File: config.mk
export PLATFORM = sky130hd
export DESIGN_NAME = instr_fetch_stage
export DESIGN_NICKNAME = d
export VERILOG_FILES = /design/src/rtl/cpu_pkg.sv /design/src/rtl/fetch_skid_buf.sv /design/src/rtl/instr_fetch_stage.sv
export SDC_FILE = /design/constraint.sdc
export NUM_CORES = 1
export LEC_CHECK = 0
export CELL_PAD_IN_SITES_DETAIL_PLACEMENT = 0
export CELL_PAD_IN_SITES_GLOBAL_PLACEMENT = 2
export CORE_MARGIN = 1.5
export CORE_UTILIZATION = 30
export CTS_CLUSTER_DIAMETER = 50
export DETAILED_ROUTE_END_ITERATION = 16
export GPL_TIMING_DRIVEN = 0
export PLACE_DENSITY_LB_ADDON = 0.1
export SYNTH_ARGS = -nofsm -noshare
export SYNTH_HDL_FRONTEND = slang
export SYNTH_HIERARCHICAL = 1
export SYNTH_SLANG_ARGS = --single-unit
File: constraint.sdc
create_clock -name clk_i -period 6.67 [get_ports clk_i]
set_input_delay 1.334 -clock clk_i [delete_from_list [all_inputs] [get_ports clk_i]]
set_output_delay 1.334 -clock clk_i [all_outputs]
set_load 0.01 [all_outputs]
File: src/rtl/cpu_pkg.sv
// Shared CPU definitions: opcode constants, NOP word, fetch FSM states and
// the default reset PC used by the instruction-fetch stage.
package cpu_pkg;

    localparam logic [5:0]  OP_RTYPE = 6'b000000;
    localparam logic [5:0]  OP_ADDI  = 6'b001000;
    localparam logic [5:0]  OP_BEQ   = 6'b000100;
    localparam logic [5:0]  OP_SLTI  = 6'b001010;

    localparam logic [31:0] NOP_WORD         = 32'h0000_0000;
    localparam logic [31:0] DEFAULT_RESET_PC = 32'h0000_0000;

    typedef enum logic [1:0] {
        ST_IDLE  = 2'd0,
        ST_FETCH = 2'd1,
        ST_HOLD  = 2'd2,
        ST_FLUSH = 2'd3
    } fetch_state_t;

    function automatic logic [5:0] get_opcode(input logic [31:0] instr);
        return instr[31:26];
    endfunction

endpackage

File: src/rtl/fetch_skid_buf.sv
// One-entry {instr, pc_plus4} holding register that catches a fetch which
// returns while the decode-facing slot is occupied and stalled.
module fetch_skid_buf
    import cpu_pkg::*;
#(
    parameter int ADDR_W = 32
) (
    input  logic              clk_i,
    input  logic              rst_i,
    input  logic              i_load,
    input  logic              i_unload,
    input  logic              i_clear,
    input  logic [31:0]       i_instr,
    input  logic [ADDR_W-1:0] i_pc_plus4,
    output logic              o_valid,
    output logic [31:0]       o_instr,
    output logic [ADDR_W-1:0] o_pc_plus4
);

    logic              r_valid;
    logic [31:0]       r_instr;
    logic [ADDR_W-1:0] r_pc_plus4;

    // Clear and unload both empty the entry; neither coincides with a load.
    always_ff @(posedge clk_i or negedge rst_i) begin
        if (!rst_i) begin
            r_valid    <= 1'b0;
            r_instr    <= NOP_WORD;
            r_pc_plus4 <= '0;
        end else if (i_clear || i_unload) begin
            r_valid    <= 1'b0;
        end else if (i_load) begin
            r_valid    <= 1'b1;
            r_instr    <= i_instr;
            r_pc_plus4 <= i_pc_plus4;
        end
    end

    assign o_valid    = r_valid;
    assign o_instr    = r_instr;
    assign o_pc_plus4 = r_pc_plus4;

endmodule

File: src/rtl/instr_fetch_stage.sv
// MIPS instruction-fetch stage: owns the PC, fetches words over a req/ack
// handshake and hands a registered instruction plus PC+4 to decode.
module instr_fetch_stage
    import cpu_pkg::*;
#(
    parameter int                ADDR_W   = 32,
    parameter logic [ADDR_W-1:0] RESET_PC = ADDR_W'(DEFAULT_RESET_PC)
) (
    input  logic              clk_i,
    input  logic              rst_i,
    output logic              imem_req_o,
    output logic [ADDR_W-1:0] imem_addr_o,
    input  logic              imem_ack_i,
    input  logic [31:0]       imem_data_i,
    input  logic              redirect_i,
    input  logic [ADDR_W-1:0] redirect_pc_i,
    input  logic              stall_i,
    output logic              instr_valid_o,
    output logic [31:0]       instr_o,
    output logic [5:0]        opcode_o,
    output logic [ADDR_W-1:0] pc_plus4_o
);

    fetch_state_t      r_state;
    logic [ADDR_W-1:0] r_pc;
    logic [ADDR_W-1:0] r_addr;
    logic              r_req;
    logic              r_valid;
    logic [31:0]       r_instr;
    logic [ADDR_W-1:0] r_pc_plus4;

    logic              w_consume;
    logic              w_slot_free;
    logic [ADDR_W-1:0] w_pc_plus4;
    logic [ADDR_W-1:0] w_redir_pc;
    logic              w_redirect;
    logic              w_skid_load;
    logic              w_skid_unload;
    logic              w_skid_valid;
    logic [31:0]       w_skid_instr;
    logic [ADDR_W-1:0] w_skid_pc_plus4;

    assign w_consume   = r_valid & ~stall_i;
    assign w_slot_free = ~r_valid | w_consume;
    assign w_pc_plus4  = r_pc + ADDR_W'(4);
    assign w_redir_pc  = {redirect_pc_i[ADDR_W-1:2], 2'b00};
    assign w_redirect  = redirect_i & (r_state != ST_IDLE);

    assign w_skid_load   = (r_state == ST_FETCH) & ~redirect_i & imem_ack_i & ~w_slot_free;
    assign w_skid_unload = (r_state == ST_HOLD) & ~redirect_i & w_consume;

    fetch_skid_buf #(
        .ADDR_W (ADDR_W)
    ) u_skid (
        .clk_i      (clk_i),
        .rst_i      (rst_i),
        .i_load     (w_skid_load),
        .i_unload   (w_skid_unload),
        .i_clear    (w_redirect),
        .i_instr    (imem_data_i),
        .i_pc_plus4 (w_pc_plus4),
        .o_valid    (w_skid_valid),
        .o_instr    (w_skid_instr),
        .o_pc_plus4 (w_skid_pc_plus4)
    );

    // r_addr is the address presented to memory; it only moves when no
    // request is pending, so FLUSH keeps the pre-redirect address.
    always_ff @(posedge clk_i or negedge rst_i) begin
        if (!rst_i) begin
            r_state    <= ST_IDLE;
            r_pc       <= RESET_PC;
            r_addr     <= RESET_PC;
            r_req      <= 1'b0;
            r_valid    <= 1'b0;
            r_instr    <= NOP_WORD;
            r_pc_plus4 <= '0;
        end else begin
            case (r_state)
                ST_IDLE: begin
                    r_state <= ST_FETCH;
                    r_req   <= 1'b1;
                    r_addr  <= r_pc;
                end

                ST_FETCH: begin
                    if (redirect_i) begin
                        r_pc    <= w_redir_pc;
                        r_valid <= 1'b0;
                        if (imem_ack_i) begin
                            r_addr <= w_redir_pc;
                        end else begin
                            r_state <= ST_FLUSH;
                        end
                    end else if (imem_ack_i) begin
                        r_pc <= w_pc_plus4;
                        if (w_slot_free) begin
                            r_instr    <= imem_data_i;
                            r_pc_plus4 <= w_pc_plus4;
                            r_valid    <= 1'b1;
                            r_addr     <= w_pc_plus4;
                        end else begin
                            r_state <= ST_HOLD;
                            r_req   <= 1'b0;
                        end
                    end else if (w_consume) begin
                        r_valid <= 1'b0;
                    end
                end

                ST_HOLD: begin
                    if (redirect_i) begin
                        r_pc    <= w_redir_pc;
                        r_addr  <= w_redir_pc;
                        r_valid <= 1'b0;
                        r_state <= ST_FETCH;
                        r_req   <= 1'b1;
                    end else if (w_consume) begin
                        r_instr    <= w_skid_instr;
                        r_pc_plus4 <= w_skid_pc_plus4;
                        r_valid    <= w_skid_valid;
                        r_addr     <= r_pc;
                        r_state    <= ST_FETCH;
                        r_req      <= 1'b1;
                    end
                end

                ST_FLUSH: begin
                    // Stale data is dropped; a redirect landing on the ack
                    // cycle still becomes the next fetch address.
                    if (redirect_i) begin
                        r_pc    <= w_redir_pc;
                        r_valid <= 1'b0;
                    end else if (w_consume) begin
                        r_valid <= 1'b0;
                    end
                    if (imem_ack_i) begin
                        r_state <= ST_FETCH;
                        r_addr  <= redirect_i ? w_redir_pc : r_pc;
                    end
                end

                default: begin
                    r_state <= ST_IDLE;
                    r_req   <= 1'b0;
                    r_valid <= 1'b0;
                end
            endcase
        end
    end

    assign imem_req_o    = r_req;
    assign imem_addr_o   = r_addr;
    assign instr_valid_o = r_valid;
    assign instr_o       = r_instr;
    assign opcode_o      = get_opcode(r_instr);
    assign pc_plus4_o    = r_pc_plus4;

endmodule

# Yosys cells after proc, flatten, opt, wreduce, memory -nomap -nowiden
# Index checks and enable logic that the tools add are counted.
# Widths: inputs -> output; s select.
# word_totals
output_inout_bits	104
input_bits	69
elab_cells	102
ff_bits	197
# classes
n_eq_ne	16
n_bitwise	13
n_reduce_logical	16
add_sub_neg	1
n_mux	46
# ops
cell	n
$mux 32	18
$pmux 32 s2	3
$pmux 32 s4	1
$add 32x3->32 const B	1
$ne 3x3->1 const B	5
$mux 1	14
$mux 2	7
$ne 2x2->1 const B	7
$reduce_and 5->1	2
$pmux 2 s4	1
$reduce_bool 2->1	4
$and 1x1->1	7
$pmux 1 s3	2
$reduce_and 6->1	1
$reduce_bool 3->1	2
$not 1->1	5
$eq 2x2->1 const B	2
$ne 4x4->1 const B	1
$reduce_and 2->1	2
$reduce_and 4->1	1
$reduce_and 3->1	1
$eq 2x1->1 const B	1
$logic_not 2->1	1
$reduce_or 2->1	1
2 further kinds	2

# Logic depth before layout (Yosys ltp)
# depth
depth_word	7
depth_mapped	10
depth_no_buf	7

# Cells and area by module
# The synthesis kept the hierarchy.
# by_module_without_submodules
mod	instances	cells_each	seq_area_each_um2	area_each_um2
instr_fetch_stage	1	971	3303.2	8090.3
fetch_skid_buf	1	139	1626.6	2725.1

# Least setup slack after synthesis
# Ideal clock, no wire load.
# synth_path
path_type	input port to flip-flop
from	input port redirect_i
to	register u_skid.r_instr[0], in the netlist u_skid/o_instr[0]
setup_ns	0.125
arrival_time_ns	3.420
n_path_buf	6
required_time_ns	6.545
stages	9
setup_slack_ns	3.125
path_cell_list	clkbuf_1 > clkbuf_1 > clkbuf_1 > buf_1 > nor3_1 > nor3b_2 > buf_6 > buf_12 > mux2_4
# synth_between
elab_chain_cells	6
word_cells_on_any_way	10
cone_classes	bitwise (8); reduce/logical (2)
# synth_lines
element	line_no	rtl
start: declaration	instr_fetch_stage.sv:15	input logic redirect_i,
$not 1->1	instr_fetch_stage.sv:50	assign w_skid_unload = (r_state == ST_HOLD) & ~redirect_i & w_consume;
$and 1x1->1 (2 in a row)	instr_fetch_stage.sv:50	
via w_skid_unload	instr_fetch_stage.sv:38	logic w_skid_unload;
$logic_or 1x1->1	fetch_skid_buf.sv:30	end else if (i_clear || i_unload) begin
$not 1->1 (no source line)	--	
$reduce_and 2->1 (no source line)	--	
end signal: assignment	fetch_skid_buf.sv:34	r_instr <= i_instr;
end: declaration	fetch_skid_buf.sv:21	logic [31:0] r_instr;
# The timed path passes the listed nets, and every way through them passes these cells.
# A chain may end at the register's enable or synchronous reset.

# Final worst setup path
# layout_path
from	input port redirect_i
to	register u_skid.r_instr[19], in the netlist u_skid/o_instr[19]
# The elaborated chain is that of the path after synthesis.

==> results.md <==
- Multi-input logic area: 5220 um^2
- Count of H-tree levels built during CTS: 4
- Number of max-slew violations in the final report: 0
- Clk sinks: 197
- Die Y-Extent: 193 um
- Number of vias in the routed layout: 9447
- Most numerous cell on the critical path: clkbuf_1
- Area share of the largest cell type after synthesis: 45.6%
- Vias in the first global route: 9479
- Outcome: completed
- Biggest area consumer among synthesized cells: dfrtp_1
- Area growth, synth to finish: 27.0%
- Initial DRC Count: 636
- Max transition margin: 28.0%
- Global route total overflow: 0
- Endpoint of the most critical register-to-register path: u_skid/o_instr[19]
- Worst setup SP type: input pin
- Synth top cells by count: dfrtp_1 (197), nand2_1 (148), nor2_1 (93)
- Ant. Diodes: 0
- Die Area: 37200 um^2
- Die X-Extent: 193 um
- Total track usage: 22.9%
- Hold violation total from the final report: 0
- Reported max-cap violation count: 0
- Number of distinct library cells after synthesis: 75
- Wire length per cell after detailed routing: 23.7 um
- Reg area: 4930 um^2
- GR Layer Usage met2: 37.1%
- Total wire length: 42.1 mm
- Endpoint, Worst Hold: pc_plus4_o[5]
- Effective utilization at floorplan: 30.4%
- Clock buffer depth: 2
- Tmin final: 5220 ps
- Flop2flop setup slack: 2900 ps
- Maximum clock frequency: 0.192 GHz
- Count of filler cells inserted in the layout: 3622
- Power density relative to cell area: 291 nW/um^2
- Total of endpoints with negative setup slack in the final report: 0
- Startpoint of the tightest hold check path: pc_plus4_o[5]
- Sequential fraction of the synthesis area: 45.6%
- Final-layout worst hold slack: 478 ps
- Weighted congestion at the end of routability-driven global placement: 0.899
- Wire length of the first global-routing pass: 62.1 mm
- Detailed Routing Iterations Pass 1: 5
- Type of the worst setup path: in2reg
- Number of cells traversed by the worst hold path: 2
- Share of flip-flops with an asynchronous set or reset after synthesis: 100%
- Static leakage power: 5.70 nW
- Capturing element type of the critical path: flip-flop
- Hold Buf Count CTS: 0
- Core area: 35600 um^2
- Filler-free cell count of the finished design: 1775
- Cells along the critical path: clkdlybuf4s50_1 > clkbuf_1 > clkbuf_1 > clkbuf_1 > buf_1 > nor3_1 > nor3b_2 > buf_6 > buf_12 > mux2_4
- Met1 layer usage reported by global route: 31.1%
- Largest cells by area after synthesis: dfrtp_1 (46%), mux2_4 (8.3%), nand2_1 (5.1%)
- Layout Cell Area excl Fill: 13700 um^2
- Number of gates given a new drive strength after cts: 0
- Placement-stage cell area: 13200 um^2
- Post-route fraction of the period consumed by the critical path: 78.2%
- Post-CTS setup buffers: 0
- Data required time of the worst path: 7010 ps
- IO buf count: 170
- Largest stage delay on the critical path: 710 ps
- Mapped Cells: 1110
- Top flip-flop cell by instance count after synthesis: dfrtp_1
- Total power after layout: 4.00 mW
- DRC viols: 0
- Top-count cell post-synth: dfrtp_1
- Antenna violations before repair: 0
- Biggest fanout along the worst timing path: 10
- Cell total after placement: 1743
- Mean instance size in the synthesized netlist: 9.74 um^2
- Num rows: 69
- Post-synthesis instance area: 10800 um^2
- Post-synthesis net count: 1180
- Worst slew pin tran: 1070 ps
- Worst flop-to-flop path startpoint: r_state[1]
- DRT antenna net count: 0
- Share of layout cells above drive strength 1: 12.3%
- CP Data Arrival Time: 5550 ps
- Pin count of the biggest net entering global routing: 86
- Library cell contributing the largest single delay on the critical path: clkbuf_1
- Number of cells traversed by the worst register-to-register path: 10
- Most Used Layer, Global Route: met2
- Fin Clk Skew: 10.9 ps
- Root buffer selected by CTS: clkbuf_16
- Number of placed I/O pins: 173
- Clock tree from TritonCTS: built
- Warning count from the yosys run: 6
- Type of the tightest min-delay check: reg2reg
- IR Drop Worst-Case VDD: 185 uV
- Number of storage elements in the synthesis netlist: 197
- Number of nets in the layout: 1371
- Cts bufs inserted: 17
- Gate family responsible for the most delay along the worst path: buffers and inverters
- Routed via count divided by cell count: 5.32
- Hpwl dp: 30.2 mm
- Met3 demand-to-capacity share in global routing: 3.76%
- Clock slew at the register clock pins of the worst setup and hold paths: 70 ps
- Setup repair after global routing missed its margin: false
- Buffering stage count on the worst path with inverters included: 7
- Clock latency at the later pin of the worst-skew pair: 450 ps
- Count of flip-flops with a built-in enable after synthesis: 0
metrics by stage:
stage	setup TNS (ps)	setup WS, ps	utilization (%)
after floorplan	0	3120	-
after global placement	-1012700	-5180	36.8
after detailed placement	0	995	37.0
after CTS	0	1490	38.6
after global routing	0	1380	38.6
final	0	1450	38.6
placed cells by master, fill, tap and decap left out, types with 7 or more instances in the layout:
cell             synthesis  layout
clkdlybuf4s50_1          0     169
nand2b_1                 7       7
buf_4                   14      14
and2_1                   8       8
o21ai_0                 67      67
a22o_1                   8       8
mux2_4                  60      60
mux2_2                  13      13
buf_2                    8       8
xnor2_1                 15      15
dfrtp_1                197     197
nor2_1                  93      93
inv_1                   14      14
xor2_1                  12      12
nand3_1                 18      18
a211oi_1                10      10
and3_1                  15      15
o31ai_1                  7       7
buf_1                    7       7
o22ai_1                 12      12
clkbuf_1                74      78
nand2_1                148     148
nand4_1                 19      19
inv_6                    0       7
nor3_1                  24      24
clkbuf_16                0      17
mux2i_1                 19      19
nor4_1                  15      15
a21oi_1                 44      44
a22oi_1                  8       8
a31oi_1                 44      44
a221o_1                 10      10
or2_2                    7       7
metal layers:
layer | up-vias | part of all wire, %
met3 | 49 | 4.9
met1 | 4710 | 46
met4 | 0 | 2.5
met2 | 311 | 47
li1 | 4377 | -
met5 | - | 0
flip-flops by register name, indices dropped and copies added, names as in the netlist:
| register | cells |
|---|---|
| imem_addr_o | 32 |
| imem_req_o | 1 |
| instr_o | 32 |
| instr_valid_o | 1 |
| pc_plus4_o | 32 |
| r_pc | 32 |
| r_state | 2 |
| u_skid/o_instr | 32 |
| u_skid/o_pc_plus4 | 32 |
| u_skid/o_valid | 1 |
final cells by class:
class / instances / area share (%)
clock inverters: 11 / 0.993
multi-input cells: 785 / 38.0
repair buffers: 172 / 12.8
flip-flops and latches: 197 / 35.9
clock buffers: 21 / 3.21
inverters: 16 / 0.437
plain buffers: 112 / 4.39
well taps: 461 / 4.20
worst register-to-register path, delay by kind of cell (launching register included):
family	cells	cell delay [ps]
buffers and inverters	5	1720
AND/OR/NAND/NOR	4	1250
flip-flops	1	360
multiplexers	1	320
worst max-delay path by stage:
| stage | from | endpoint | cells after the start |
|---|---|---|---|
| 2_1_floorplan | redirect_i | u_skid/o_instr[0] | 9 |
| 3_3_place_gp | rst_i | r_pc[25] | 1 |
| 3_5_place_dp | redirect_i | u_skid/o_instr[22] | 10 |
| 4_1_cts | redirect_i | u_skid/o_instr[26] | 10 |
| 5_1_grt | redirect_i | u_skid/o_instr[23] | 10 |
| 6_report | redirect_i | u_skid/o_instr[19] | 10 |
power breakdown:
group	switching (mW)	internal (mW)
clock network	0.519	0.563
logic	0.625	0.659
registers	0.164	1.47
total	1.31	2.69
kinds of logic after synthesis:
| group | Yosys count | synth area share [%] |
|---|---|---|
| compound gates | 275 | 17.0 |
| xor+xnor | 27 | 2.19 |
| fa+ha+maj | 1 | 0.116 |
| buf+inv | 128 | 6.13 |
| flops | 197 | 45.6 |
| mux | 92 | 11.4 |
| simple gates | 390 | 17.6 |
Note: power is estimated with default switching activity, not from simulation.
